## src/rtl/div_unit.sv

```systemverilog
// Iterative RV32M divider: restoring division on operand magnitudes, one quotient
// bit per cycle, with short-cut completion for divide-by-zero and signed overflow.
module div_unit #(
  parameter int WIDTH = 32
) (
  input  logic             clk,
  input  logic             rst_n,
  input  logic             start,
  input  logic [1:0]       op,
  input  logic [WIDTH-1:0] rs1_data,
  input  logic [WIDTH-1:0] rs2_data,
  input  logic [4:0]       rd_addr,
  input  logic             flush,
  output logic             busy,
  output logic             done,
  output logic [4:0]       wb_addr,
  output logic [WIDTH-1:0] wb_data,
  output logic             wb_en
);

  localparam int CW = $clog2(WIDTH) + 1;
  localparam logic [WIDTH-1:0] MIN_NEG = {1'b1, {(WIDTH-1){1'b0}}};

  typedef enum logic [1:0] {IDLE, CALC, DONE} state_t;

  state_t           state_reg, state_next;
  logic             rem_sel_reg;
  logic [4:0]       rd_reg;
  logic [WIDTH-1:0] quo_reg, rem_reg, dsr_reg;
  logic             neg_q_reg, neg_r_reg, special_reg;
  logic [CW-1:0]    count_reg;
  logic [WIDTH-1:0] wb_data_reg;
  logic [4:0]       wb_addr_reg;

  logic             accept, finish;
  logic             is_signed, a_neg, b_neg, div_zero, overflow;
  logic [WIDTH-1:0] a_mag, b_mag;
  logic [WIDTH:0]   partial, diff;
  logic [WIDTH-1:0] step_rem, q_fin, r_fin;

  assign accept = start && !flush && (state_reg != CALC);
  assign finish = (state_reg == CALC) && !flush &&
                  (special_reg || (count_reg == CW'(WIDTH)));

  // Operand preparation at accept time: signs, magnitudes, special cases
  always_comb begin
    is_signed = ~op[0];
    a_neg     = is_signed & rs1_data[WIDTH-1];
    b_neg     = is_signed & rs2_data[WIDTH-1];
    a_mag     = a_neg ? -rs1_data : rs1_data;
    b_mag     = b_neg ? -rs2_data : rs2_data;
    div_zero  = (rs2_data == '0);
    overflow  = is_signed && (rs1_data == MIN_NEG) && (rs2_data == '1);
  end

  // One restoring step: shift next dividend bit into the partial remainder
  always_comb begin
    partial  = {rem_reg, quo_reg[WIDTH-1]};
    diff     = partial - {1'b0, dsr_reg};
    step_rem = diff[WIDTH] ? partial[WIDTH-1:0] : diff[WIDTH-1:0];
    q_fin    = neg_q_reg ? -quo_reg : quo_reg;
    r_fin    = neg_r_reg ? -rem_reg : rem_reg;
  end

  always_ff @(posedge clk or negedge rst_n) begin
    if (!rst_n) state_reg <= IDLE;
    else        state_reg <= state_next;
  end

  always_comb begin
    state_next = state_reg;
    case (state_reg)
      IDLE:    if (accept) state_next = CALC;
      CALC: begin
        if (flush)       state_next = IDLE;
        else if (finish) state_next = DONE;
      end
      DONE:    state_next = accept ? CALC : IDLE;
      default: state_next = IDLE;
    endcase
  end

  always_ff @(posedge clk or negedge rst_n) begin
    if (!rst_n) begin
      rem_sel_reg <= 1'b0;
      rd_reg      <= '0;
      quo_reg     <= '0;
      rem_reg     <= '0;
      dsr_reg     <= '0;
      neg_q_reg   <= 1'b0;
      neg_r_reg   <= 1'b0;
      special_reg <= 1'b0;
      count_reg   <= '0;
      wb_data_reg <= '0;
      wb_addr_reg <= '0;
    end else if (accept) begin
      rem_sel_reg <= op[1];
      rd_reg      <= rd_addr;
      dsr_reg     <= b_mag;
      count_reg   <= '0;
      special_reg <= div_zero || overflow;
      // Special cases preload the final quotient/remainder with no sign fix-up
      if (div_zero) begin
        quo_reg   <= '1;
        rem_reg   <= rs1_data;
        neg_q_reg <= 1'b0;
        neg_r_reg <= 1'b0;
      end else if (overflow) begin
        quo_reg   <= MIN_NEG;
        rem_reg   <= '0;
        neg_q_reg <= 1'b0;
        neg_r_reg <= 1'b0;
      end else begin
        quo_reg   <= a_mag;
        rem_reg   <= '0;
        neg_q_reg <= a_neg ^ b_neg;
        neg_r_reg <= a_neg;
      end
    end else if (state_reg == CALC && !flush) begin
      if (finish) begin
        wb_data_reg <= rem_sel_reg ? r_fin : q_fin;
        wb_addr_reg <= rd_reg;
      end else begin
        quo_reg   <= {quo_reg[WIDTH-2:0], ~diff[WIDTH]};
        rem_reg   <= step_rem;
        count_reg <= count_reg + CW'(1);
      end
    end
  end

  assign busy    = (state_reg == CALC);
  assign done    = (state_reg == DONE);
  assign wb_data = wb_data_reg;
  assign wb_addr = wb_addr_reg;
  assign wb_en   = done && (wb_addr_reg != '0);

endmodule
```

## config.mk

```make
export PLATFORM = sky130hd
export DESIGN_NAME = div_unit
export DESIGN_NICKNAME = d
export VERILOG_FILES = /design/src/rtl/div_unit.sv
export SDC_FILE = /design/constraint.sdc
export NUM_CORES = 1
export LEC_CHECK = 0
export CAP_MARGIN = 20
export CORE_MARGIN = 2
export CORE_UTILIZATION = 40
export DETAILED_ROUTE_END_ITERATION = 10
export HOLD_SLACK_MARGIN = 0.08
export PLACE_DENSITY_LB_ADDON = 0.05
export RECOVER_POWER = 100
export REMOVE_ABC_BUFFERS = 1
export SLEW_MARGIN = 20
export SYNTH_ARGS = -nofsm -noshare
export SYNTH_HDL_FRONTEND = slang
export SYNTH_SLANG_ARGS = --single-unit
```

## constraint.sdc

```tcl
create_clock -name clk -period 5.65 [get_ports clk]
set_input_delay 0.8475 -clock clk [delete_from_list [all_inputs] [get_ports clk]]
set_output_delay 0.8475 -clock clk [all_outputs]
set_load 0.01 [all_outputs]
```

## Word-level counts from Yosys, hierarchy flattened

Index checks and enable logic that the tools add are counted.

| storage, ports and cells | value |
|---|---|
| bits in registers | 150 |
| input port bits | 75 |
| output and inout port bits | 40 |
| logic and storage cells | 77 |

| cells by class | value |
|---|---|
| add/sub/neg operators | 6 |
| eq/ne operators | 9 |
| mux-type cells | 27 |
| bitwise operators | 6 |
| reductions and logical operators | 17 |

Operator list:

| kind | count |
|---|---|
| $mux W32 | 15 |
| $neg A32 Y32 | 4 |
| $eq A32 B32 Y1 const B | 2 |
| $sub A33 B32 Y33 | 1 |
| $logic_not A32 Y1 | 1 |
| $mux W6 | 3 |
| $logic_and A1 B1 Y1 | 7 |
| $add A6 B1 Y6 const B | 1 |
| $eq A6 B6 Y1 const B | 1 |
| $mux W2 | 3 |
| $pmux W2 S3 | 1 |
| $mux W1 | 5 |
| $reduce_bool A5 Y1 | 1 |
| $ne A2 B2 Y1 const B | 2 |
| $reduce_and A2 Y1 | 2 |
| $ne A3 B2 Y1 const B | 1 |
| $not A1 Y1 | 3 |
| $reduce_and A3 Y1 | 1 |
| $and A1 B1 Y1 | 2 |
| $eq A2 B1 Y1 const B | 1 |
| $eq A2 B2 Y1 const B | 1 |
| $logic_not A2 Y1 | 1 |
| $logic_or A1 B1 Y1 | 2 |
| $ne A2 B1 Y1 const B | 1 |
| 3 further kinds | 3 |

## Logic depth before layout (Yosys ltp)

Gate-level depths: netlist of the first run.

| depth | value |
|---|---|
| depth after elaboration | 6 |
| mapped depth | 14 |
| mapped depth without buffers | 12 |

## Least setup slack after synthesis of the first run

OpenSTA, ideal clock, no wires.

| timing path | value |
|---|---|
| kind | flip-flop to flip-flop |
| start point | register quo_reg[31] |
| end point | register rem_reg[30] |
| library setup time | 0.126 ns |
| arrival | 3.113 ns |
| required time | 5.524 ns |
| setup slack | 2.411 ns |
| stages on the path, launching flop included | 14 |
| buffers on the path | 1 |
| period minus slack after synthesis | 3.239 ns |
| cells stage by stage | dfrtp_1 inv_1 ha_1 fa_1 nor2b_1 o31a_1 o2111ai_1 a2111o_1 a31oi_4 xor2_2 buf_6 mux2i_1 o22ai_1 a221o_1 |

| on the way | value |
|---|---|
| word-level cells in the longest chain between the ends | 5 |

Ends and longest elaborated chain:

| what | line | RTL |
|---|---|---|
| from (decl) | 29 | `logic [WIDTH-1:0] quo_reg, rem_reg, dsr_reg;` |
| from (signal assigned) | 114 | `quo_reg <= a_mag;` |
| from (signal assigned) | 124 | `quo_reg <= {quo_reg[WIDTH-2:0], ~diff[WIDTH]};` |
| $sub A33 B32 Y33 | 59 | `diff = partial - {1'b0, dsr_reg};` |
| $mux W32 | 60 | `step_rem = diff[WIDTH] ? partial[WIDTH-1:0] : diff[WIDTH-1:0];` |
| $mux W32 | 120 | `if (finish) begin` |
| $mux W32 | 119 | `end else if (state_reg == CALC && !flush) begin` |
| $mux W32 | 96 | `end else if (accept) begin` |
| to (signal assigned) | 105 | `rem_reg <= rs1_data;` |
| to (signal assigned) | 125 | `rem_reg <= step_rem;` |
| to (decl) | 29 |  |

No other way between the ends. The select of a mux whose other input is x is not followed.
A chain may end at the register's enable or synchronous reset.

## Worst setup path in the final report of the first run

| timing path | value |
|---|---|
| start point | input port rs2_data[2] |
| end point | register quo_reg[18] |

| on the way | value |
|---|---|
| word-level cells in the longest chain between the ends | 5 |
| elaborated cells between the ends (all ways) | 6 |
| those cells by class | eq/ne (1); mux (3); reduce/logical (2) |

Ends and longest elaborated chain:

| what | line | RTL |
|---|---|---|
| from (decl) | 11 | `input logic [WIDTH-1:0] rs2_data,` |
| $eq A32 B32 Y1 | 53 | `overflow = is_signed && (rs1_data == MIN_NEG) && (rs2_data == '1);` |
| $logic_and A1 B1 Y1 | 53 |  |
| $mux W32 | 108 | `end else if (overflow) begin` |
| $mux W32 * | 103 | `if (div_zero) begin` |
| $mux W32 * | 96 |  |

Every way passes the cells marked *; elsewhere a longest branch is shown, timed or not.

==> impl_metrics.env, run 1 <==
export IMPL_crit_path_max_incr_delay_ns=0.60
export IMPL_groute_layer_met1_usage_pct=32.7
export IMPL_fillCellCount=2824
export IMPL_hold_viol=0
export IMPL_crit_family="simple AND/OR/NAND/NOR gates"
export IMPL_power_density_nw_per_um2=491
export IMPL_maxSlewViolCount=173
export IMPL_synth_compound_gate_area_share_pct=23.7
export IMPL_dp_hpwl_mm=24.3
export IMPL_cp_depth=12
export IMPL_setup_viol=0
export IMPL_grt_pass1_vias=9450
export IMPL_synthXorXnorAreaFrac_pct=11.5
export IMPL_vias=10000
export IMPL_reg2regPathDepth=13
export IMPL_drive_gt1_share_pct=4.84
export IMPL_antenna_found_initial=1
export IMPL_fin_nets=1589
export IMPL_violations="capacitance limit, slew limit"
export IMPL_ys_seq_elements=150
export IMPL_period_needed_ns=4.24
export IMPL_finish_instance_area_um2=13200
export IMPL_cts_resized=0
export IMPL_gr_total_overflow=0
export IMPL_crit_path_start_kind="input port"
export IMPL_dp_slack_ns=1.35
export IMPL_clock_sinks=150
export IMPL_cts_buffers=17
export IMPL_busiest_layer="met2"
export IMPL_area_growth_pct=18.0
export IMPL_path_class="input port to flip-flop"
export IMPL_status="finished, violations left"
export IMPL_io_buffers=114
export IMPL_fin_skew_ns=0.0100
export IMPL_drc_errors=0
export IMPL_tightestPinTransition_ns=2.88
export IMPL_critPathMaxFanout=21
export IMPL_grt_util_all_layers_pct=22.4
export IMPL_critPathSlowestCell="dlygate4sd3_1"
export IMPL_place_congestion=0.862
export IMPL_rsz0062_at_grt="no"
export IMPL_setup_slack_ns=1.41
export IMPL_coreArea_um2=27600
export IMPL_cts_max_level=4
export IMPL_postRouteAntennaNets=0
export IMPL_synthSimpleGateAreaFrac_pct=20.0
export IMPL_path_cells="dlygate4sd3_1, or3_1, nor3b_1, nand2_1, nor3b_1, nand2_1, nor3_4, buf_4, nand2b_1, buf_4, nor2_1, a31oi_1"
export IMPL_use_met2_pct=35.6
export IMPL_ys_seq_area_share_pct=33.5
export IMPL_clk_path_buf_depth=2
export IMPL_synth_area_per_cell_um2=7.98
export IMPL_whs_path_depth=2
export IMPL_max_freq_mhz=236
export IMPL_regArea_um2=3760
export IMPL_synth_mux_area_share_pct=2.10
export IMPL_critical_path_endpoint_type="flip-flop"
export IMPL_grt_pass1_wl_mm=51.9
export IMPL_via_per_inst=5.36
export IMPL_yosys_most_used_dff="dfrtp_1"
export IMPL_synth_cells=1402
export IMPL_final_common_cell="nand2_1"
export IMPL_syn_cell_area_um2=11200
export IMPL_placed_area_um2=12600
export IMPL_drtPass1Iterations=5
export IMPL_drv_cap=3
export IMPL_die_w_um=171
export IMPL_wl_per_cell_um=17.1
export IMPL_grt_max_degree=105
export IMPL_relSlewSlack_pct=-91.9
export IMPL_min_period_over_period_pct=75.0
export IMPL_multiInputGateArea_um2=6920
export IMPL_wl_mm=31.9
export IMPL_drtIter0Drc=617
export IMPL_clk_latency_ns=0.43
export IMPL_dieArea_um2=29300
export IMPL_yosysUniqueCellTypes=72
export IMPL_synthArstFlopShare_pct=100
export IMPL_synth_adder_area_share_pct=4.54
export IMPL_synth_edff_count=0
export IMPL_path_buf_inv=3
export IMPL_worst_ep_required_time_ns=5.98
export IMPL_arrival_ns=4.57
export IMPL_yosysWarnings=0
export IMPL_use_met3_pct=2.53
export IMPL_clk_transition_reported_paths_ns=0.07
export IMPL_holdBufCountCts=0
export IMPL_initial_core_util_pct=40.5
export IMPL_rows=61
export IMPL_cts_root_buffer="clkbuf_16"
export IMPL_cts_setup_buffers=0
export IMPL_ir_worst_vdd_v=0.000300
export IMPL_cts_tree="built"
export IMPL_worst_hold_path_type="flip-flop to flip-flop"
export IMPL_synth_top_family_by_area="compound AO/OA/AOI/OAI gates"
export IMPL_io_pins=115
export IMPL_layout_common_cells="nand2_1 (229), o21ai_0 (172), dfrtp_1 (148), a21oi_1 (100), nor2_1 (90)"
export IMPL_p_leak_nw=5.54
export IMPL_die_y_um=171
[area by class of cell]
cell class / instances / share of cell area, %
Clock inverter: 15 / 1.36
Sequential cell: 150 / 28.4
Multi-Input combinational cell: 1122 / 52.4
Timing Repair Buffer: 130 / 9.47
Antenna cell: 1 / 0.0190
Clock buffer: 17 / 3.22
Inverter: 53 / 1.51
Tap cell: 378 / 3.58
[Yosys cell counts (all sizes together), types with 15 or more instances]
library cell	n	area, um2
nor2	92	345
o21ai	177	886
or4	15	116
nor3	29	161
xnor2	78	683
clkbuf	60	226
dfrtp	150	3750
or3	20	140
buf	17	92.6
xor2	68	603
o31ai	24	235
nand4	15	93.8
a31oi	33	221
inv	53	199
nand2	229	860
a21oi	100	500
mux2i	19	190
nand3	18	90.1
ha	39	488
[kinds of logic after synthesis]
| group | count (synthesis) |
|---|---|
| buffers and inverters | 130 |
| XOR/XNOR | 146 |
| multiplexers | 23 |
| AND/OR/NAND/NOR | 480 |
| adder cells (fa/ha/maj) | 40 |
| flip-flops | 150 |
| AO/OA/AOI/OAI | 433 |
[worst paths after layout]
kind	start	end	slack, ns
setup / recovery	rs2_data[2]	quo_reg[18]	1.41
hold / removal	wb_data[7]	wb_data[7]	0.47
setup reg to reg	quo_reg[31]	rem_reg[13]	1.65
hold reg to reg	wb_data[7]	wb_data[7]	0.47
max in group asynchronous	rst_n	dsr_reg[22]	1.71
min in group asynchronous	rst_n	quo_reg[6]	1.35
[layer usage]
metal,wire [um],up-vias
li1,-,5140
met4,360,0
met5,0,-
met2,14200,226
met3,1260,25
met1,16100,4616
[tightest hold or removal path, delay by kind of cell, from the launching register on]
family | cells | cell delay [ns]
AOI/OAI and AO/OA | 1 | 0.06
DFF | 1 | 0.34
and+or+nand+nor | 1 | 0.04
[per-stage QoR]
step	TNS (ns)	instances	util [%]	hold slack, ns	power, mW
floorplan	-1.17	1325	-	0.439	4.23
global placement	0	1832	45.7	0.448	5.32
detailed placement	0	1832	45.7	0.459	5.36
CTS	0	1864	47.9	0.474	6.57
global route	0	1865	47.8	0.501	7.06
finish	0	1866	47.8	0.471	6.49
[power by group]
group	internal [mW]	switching [mW]	total (mW)
Combinational	1.52	1.87	3.39
Clock	0.670	0.521	1.19
Sequential	1.42	0.487	1.91
Total	3.61	2.87	6.49
Power figures use the tool's default switching activity.
==> run 2: changes to the inputs <==
==> constraint.sdc (replaced) <==
create_clock -name clk -period 3.41 [get_ports clk]
set_input_delay 0.5115 -clock clk [delete_from_list [all_inputs] [get_ports clk]]
set_output_delay 0.5115 -clock clk [all_outputs]
set_load 0.01 [all_outputs]
==> run 2 against run 1 <==
Effect of this change: the run still ends with capacitance limit, slew limit left; global-route usage grew 0.98 points; clock skew increased by 0.0052 ns; power increased by 77%; wire length rose by 5.3%; flip-flop and latch count is the same; critical endpoint is now rem_reg[30]; count of clock-buffer cells in the layout stayed put; sequential power increased by 53%; final cell count up 5.4%; clock power increased by 64%; worst setup slack got worse by 1.3 ns.
==> impl_metrics.env, run 2 (synthesis results as in run 1) <==
export IMPL_via_per_inst=5.36
export IMPL_die_y_um=171
export IMPL_reg2regPathDepth=13
export IMPL_maxSlewViolCount=109
export IMPL_io_pins=115
export IMPL_clock_sinks=150
export IMPL_power_density_nw_per_um2=821
export IMPL_worst_ep_required_time_ns=3.74
export IMPL_clk_path_buf_depth=2
export IMPL_r2r_setup_slack_ns=0.11
export IMPL_arrival_ns=3.63
export IMPL_vias=10500
export IMPL_multiInputGateArea_um2=6910
export IMPL_cts_tree="built"
export IMPL_place_congestion=0.911
export IMPL_tightestPinTransition_ns=1.65
export IMPL_cts_root_buffer="clkbuf_16"
export IMPL_path_cells="inv_1, ha_1, fa_2, nor2b_2, o31a_1, o2111ai_4, a2111o_1, a31oi_4, xor2_4, buf_6, mux2i_1, o22ai_1, a221o_1"
export IMPL_postRouteAntennaNets=0
export IMPL_placed_area_um2=13400
export IMPL_relSlewSlack_pct=-9.86
export IMPL_area_growth_pct=24.9
export IMPL_min_period_over_period_pct=96.9
export IMPL_grt_util_all_layers_pct=23.4
export IMPL_max_freq_mhz=303
export IMPL_drtPass1Iterations=5
export IMPL_crit_family="compound AO/OA/AOI/OAI gates"
export IMPL_hold_viol=0
export IMPL_fin_tns_setup_ns=0
export IMPL_wl_per_cell_um=17.1
export IMPL_clk_latency_ns=0.45
export IMPL_layout_common_cells="nand2_1 (229), o21ai_0 (169), dfrtp_1 (149), a21oi_1 (100), buf_4 (95)"
export IMPL_period_needed_ns=3.30
export IMPL_wl_mm=33.6
export IMPL_status="finished, violations left"
export IMPL_grt_pass1_vias=9897
export IMPL_die_w_um=171
export IMPL_finish_instance_area_um2=14000
export IMPL_critPathSlowestCell="a2111o_1"
export IMPL_total_power_mw=11.5
export IMPL_cts_buffers=17
export IMPL_fin_nets=1691
export IMPL_setup_viol=0
export IMPL_cts_max_level=4
export IMPL_rsz0062_at_grt="no"
export IMPL_initial_core_util_pct=40.5
export IMPL_hold_start="rd_reg[1]"
export IMPL_whs_path_depth=2
export IMPL_io_buffers=114
export IMPL_reg2reg_to="rem_reg[30]"
export IMPL_fillCellCount=2717
export IMPL_rows=61
export IMPL_ir_worst_vdd_v=0.000419
export IMPL_crit_path_max_incr_delay_ns=0.46
export IMPL_grt_pass1_wl_mm=53.6
export IMPL_grt_max_degree=57
export IMPL_final_common_cell="nand2_1"
export IMPL_dieArea_um2=29300
export IMPL_dp_hpwl_mm=26.0
export IMPL_path_class="flip-flop to flip-flop"
export IMPL_drive_gt1_share_pct=10.3
export IMPL_critical_path_endpoint_type="flip-flop"
export IMPL_p_leak_nw=6.02
export IMPL_drc_errors=0
export IMPL_clk_transition_reported_paths_ns=0.07
export IMPL_drtIter0Drc=681
export IMPL_critPathMaxFanout=6
export IMPL_reg2reg_from="quo_reg[31]"
export IMPL_crit_path_start_kind="flip-flop"
export IMPL_fin_skew_ns=0.0152
export IMPL_drv_cap=3
export IMPL_worst_hold_path_type="flip-flop to flip-flop"
export IMPL_n_antenna_cell=0
export IMPL_antenna_found_initial=0
export IMPL_violations="capacitance limit, slew limit"
export IMPL_path_buf_inv=2
export IMPL_cp_depth=13
export IMPL_regArea_um2=3750
export IMPL_coreArea_um2=27600
export IMPL_min_to="wb_addr[1]"
export IMPL_gr_total_overflow=0
-- run 2: changes by cell type in the layout (fill, tap and decap cells not counted), sizes merged --
cell and change:
buf +88, clkbuf +13, clkdlybuf4s50 +3, clkinvlp +2, dlygate4sd3 -2, bufinv -1
clkinv -1, diode -1
-- run 2: metal layers --
layer	track usage, %	vias to the layer above	wire, um
met1	33.6	4874	16500
met2	37.0	302	14800
li1	-	5330	-
met4	7.33	0	736
met3	2.44	39	1560
met5	0	-	0
-- run 2: what timing repair did --
item	CTS	global route
endpoints found under the setup margin	4	12
pin swaps	0	5
buffers inserted	0	4
resized for setup	1	6
gates cloned	0	1
hold endpoints to repair	47	0
hold buffers	1	0
-- run 2: area by class of cell --
| cell class | instances | area share, % |
|---|---|---|
| clock buffer | 17 | 3.04 |
| clock inverter | 15 | 1.15 |
| inverter | 53 | 1.42 |
| multi-input combinational | 1122 | 49.4 |
| sequential | 150 | 26.9 |
| tap | 378 | 3.38 |
| timing repair buffer | 232 | 14.7 |
-- run 2: power breakdown --
part	switching [mW]	internal [mW]
Clock	0.905	1.04
Combinational	3.52	3.08
Sequential	0.570	2.36
-- run 2: metrics by stage --
stage	setup WS (ns)	instances	utilization, %	hold slack [ns]
finish	0.107	1967	50.6	0.472
global route	0.000991	1967	50.6	0.489
CTS	0.00180	1962	50.8	0.469
detailed placement	-0.0491	1929	48.6	0.455
global placement	0.0265	1929	48.6	0.446
floorplan	-2.31	1325	-	0.216
-- run 2: worst max path at each step --
stage / slack, ns / endpoint / startpoint
floorplan: -2.31 / rem_reg[31] / count_reg[0]
global placement: 0.03 / rem_reg[1] / quo_reg[31]
detailed placement: -0.05 / rem_reg[0] / quo_reg[31]
CTS: 0.002 / rem_reg[0] / quo_reg[31]
global route: 0.001 / rem_reg[27] / quo_reg[31]
finish: 0.11 / rem_reg[30] / quo_reg[31]
-- run 2: worst min-delay path, cell delays in order, from the launching register on --
cell	delay [ns]
dfrtp_1	0.34
nand2_1	0.05
nand2_1	0.05
==> run 3: changes to the inputs <==
--- a/config.mk
+++ b/config.mk
@@ -9,6 +9,7 @@
 export CORE_MARGIN = 2
 export CORE_UTILIZATION = 40
 export DETAILED_ROUTE_END_ITERATION = 10
+export GPL_ROUTABILITY_DRIVEN = 0
 export HOLD_SLACK_MARGIN = 0.08
 export PLACE_DENSITY_LB_ADDON = 0.05
 export RECOVER_POWER = 100
==> run 3 against run 2 <==
Effect of this change: clock power grew 3%; the flow still finishes with violations (capacitance limit, slew limit); power grew 3.8%; sequential power is essentially flat; via count grew 0.25%; critical path depth grew 1; global-route usage shrank 0.066 points; hold slack lost 0.0056 ns; sequential share of layout area shrank 0.33 points; flip-flop and latch count is the same; non-clock buffer count grew 8; die area is the same; count of clock-buffer cells in the layout is the same; largest cell class unchanged.
==> impl_metrics.env, run 3 (synthesis results as in run 1) <==
export IMPL_status="finished, violations left"
export IMPL_violations="capacitance limit, slew limit"
export IMPL_postRouteAntennaNets=0
export IMPL_final_common_cell="nand2_1"
export IMPL_clk_path_buf_depth=2
export IMPL_cts_root_buffer="clkbuf_16"
export IMPL_clock_sinks=150
export IMPL_setup_viol=0
export IMPL_n_antenna_cell=0
export IMPL_vias=10600
export IMPL_dp_hpwl_mm=25.8
export IMPL_total_power_mw=11.9
export IMPL_drv_cap=1
export IMPL_multiInputGateArea_um2=6940
export IMPL_die_y_um=171
export IMPL_dp_slack_ns=-0.0778
export IMPL_wl_met1_mm=16.5
export IMPL_fin_skew_ns=0.0116
export IMPL_grt_util_all_layers_pct=23.3
export IMPL_regArea_um2=3750
export IMPL_worst_hold_path_type="flip-flop to flip-flop"
export IMPL_fin_nets=1699
export IMPL_dp_cells=1930
export IMPL_drive_gt1_share_pct=11.3
export IMPL_dieArea_um2=29300
export IMPL_initial_core_util_pct=40.5
export IMPL_setup_slack_ns=0.113
export IMPL_drtPass1Iterations=5
export IMPL_fillCellCount=2763
export IMPL_wl_met3_mm=1.63
export IMPL_maxSlewViolCount=55
export IMPL_io_buffers=114
export IMPL_power_density_nw_per_um2=842
export IMPL_clk_latency_ns=0.44
export IMPL_coreArea_um2=27600
export IMPL_hold_viol=0
export IMPL_grt_max_degree=63
export IMPL_arrival_ns=3.60
export IMPL_die_w_um=171
export IMPL_p_leak_nw=6.11
export IMPL_via_per_inst=5.35
export IMPL_gr_total_overflow=0
export IMPL_dr_max_layer_used="met4"
export IMPL_drtIter0Drc=649
export IMPL_final_cells=1975
export IMPL_rows=61
export IMPL_wl_per_cell_um=17.0
export IMPL_tightestPinTransition_ns=1.56
export IMPL_fin_tns_setup_ns=0
export IMPL_antenna_found_initial=0
export IMPL_io_pins=115
export IMPL_grt_pass1_wl_mm=53.6
export IMPL_whs_ns=0.466
export IMPL_area_growth_pct=26.4
export IMPL_worst_ep_required_time_ns=3.72
export IMPL_postLayoutCoreUtil_pct=51.2
export IMPL_crit_path_start_kind="flip-flop"
export IMPL_met2_wirelength_mm=14.6
export IMPL_relSlewSlack_pct=-3.86
export IMPL_period_needed_ns=3.30
export IMPL_clk_transition_reported_paths_ns=0.07
export IMPL_drc_errors=0
export IMPL_cts_tree="built"
export IMPL_ir_worst_vdd_v=0.000393
export IMPL_max_freq_mhz=303
export IMPL_wl_mm=33.6
export IMPL_cts_buffers=17
export IMPL_critical_path_endpoint_type="flip-flop"
export IMPL_layout_common_cells="nand2_1 (228), o21ai_0 (167), dfrtp_1 (149), buf_4 (108), a21oi_1 (100)"
export IMPL_cts_max_level=4
export IMPL_path_class="flip-flop to flip-flop"
export IMPL_grt_pass1_vias=9839
export IMPL_critPathMaxFanout=11
export IMPL_finish_instance_area_um2=14100
export IMPL_min_period_over_period_pct=96.7
export IMPL_placed_area_um2=13400
run 3: cell count changes in the layout (fill, tap and decap cells not counted), sizes merged:
cell / change
clkdlybuf4s50: -1
buf: +12
dlygate4sd3: +1
clkinv: +2
clkbuf: -4
bufinv: +1
clkinvlp: -3
run 3: final cells by class:
cell class,instances,area share (%)
Multi-Input combinational cell,1122,49.0
Sequential cell,150,26.5
Timing Repair Buffer,240,15.4
Tap cell,378,3.34
Clock buffer,17,3.01
Inverter,53,1.41
Clock inverter,15,1.30
run 3: repair_timing:
action | 4_1_cts | 5_1_grt
endpoints found under the hold margin | 25 | 0
endpoints found under the setup margin | 7 | 27
gates resized for setup | 1 | 5
gates cloned | 0 | 2
pin swaps | 1 | 4
hold buffers | 1 | 0
setup buffers | 0 | 10
run 3: power breakdown:
| group | leakage (nW) | switching (mW) | internal [mW] |
|---|---|---|---|
| logic | 3.94 | 3.62 | 3.36 |
| registers | 1.88 | 0.582 | 2.36 |
| clock network | 0.301 | 0.881 | 1.11 |
run 3: worst max-delay path, stage by stage, from the launching register on:
cell	delay, ns
dfrtp_1	0.35
inv_1	0.06
ha_2	0.19
fa_2	0.35
nor2b_2	0.14
o31a_1	0.24
o2111ai_4	0.17
a2111o_1	0.51
a31oi_4	0.26
xor2_4	0.20
buf_12	0.15
buf_4	0.13
clkbuf_16	0.15
mux2i_1	0.17
o21ai_0	0.09
run 3: layer usage:
| layer | GRT usage [%] | vias to the layer above |
|---|---|---|
| met5 | 0 | - |
| met4 | 7.15 | 0 |
| met3 | 2.99 | 35 |
| met2 | 36.2 | 307 |
| met1 | 33.8 | 4868 |
| li1 | - | 5361 |
run 3: worst paths after layout:
kind	start	endpoint	slack [ns]	cells after the start
setup / recovery	quo_reg[31]	rem_reg[7]	0.11	14
hold / removal	rd_reg[0]	wb_addr[0]	0.47	2
setup reg to reg	quo_reg[31]	rem_reg[7]	0.11	14
hold reg to reg	rd_reg[0]	wb_addr[0]	0.47	2
max in group asynchronous	rst_n	dsr_reg[22]	1.01	3
min in group asynchronous	rst_n	wb_data[2]	1.01	2
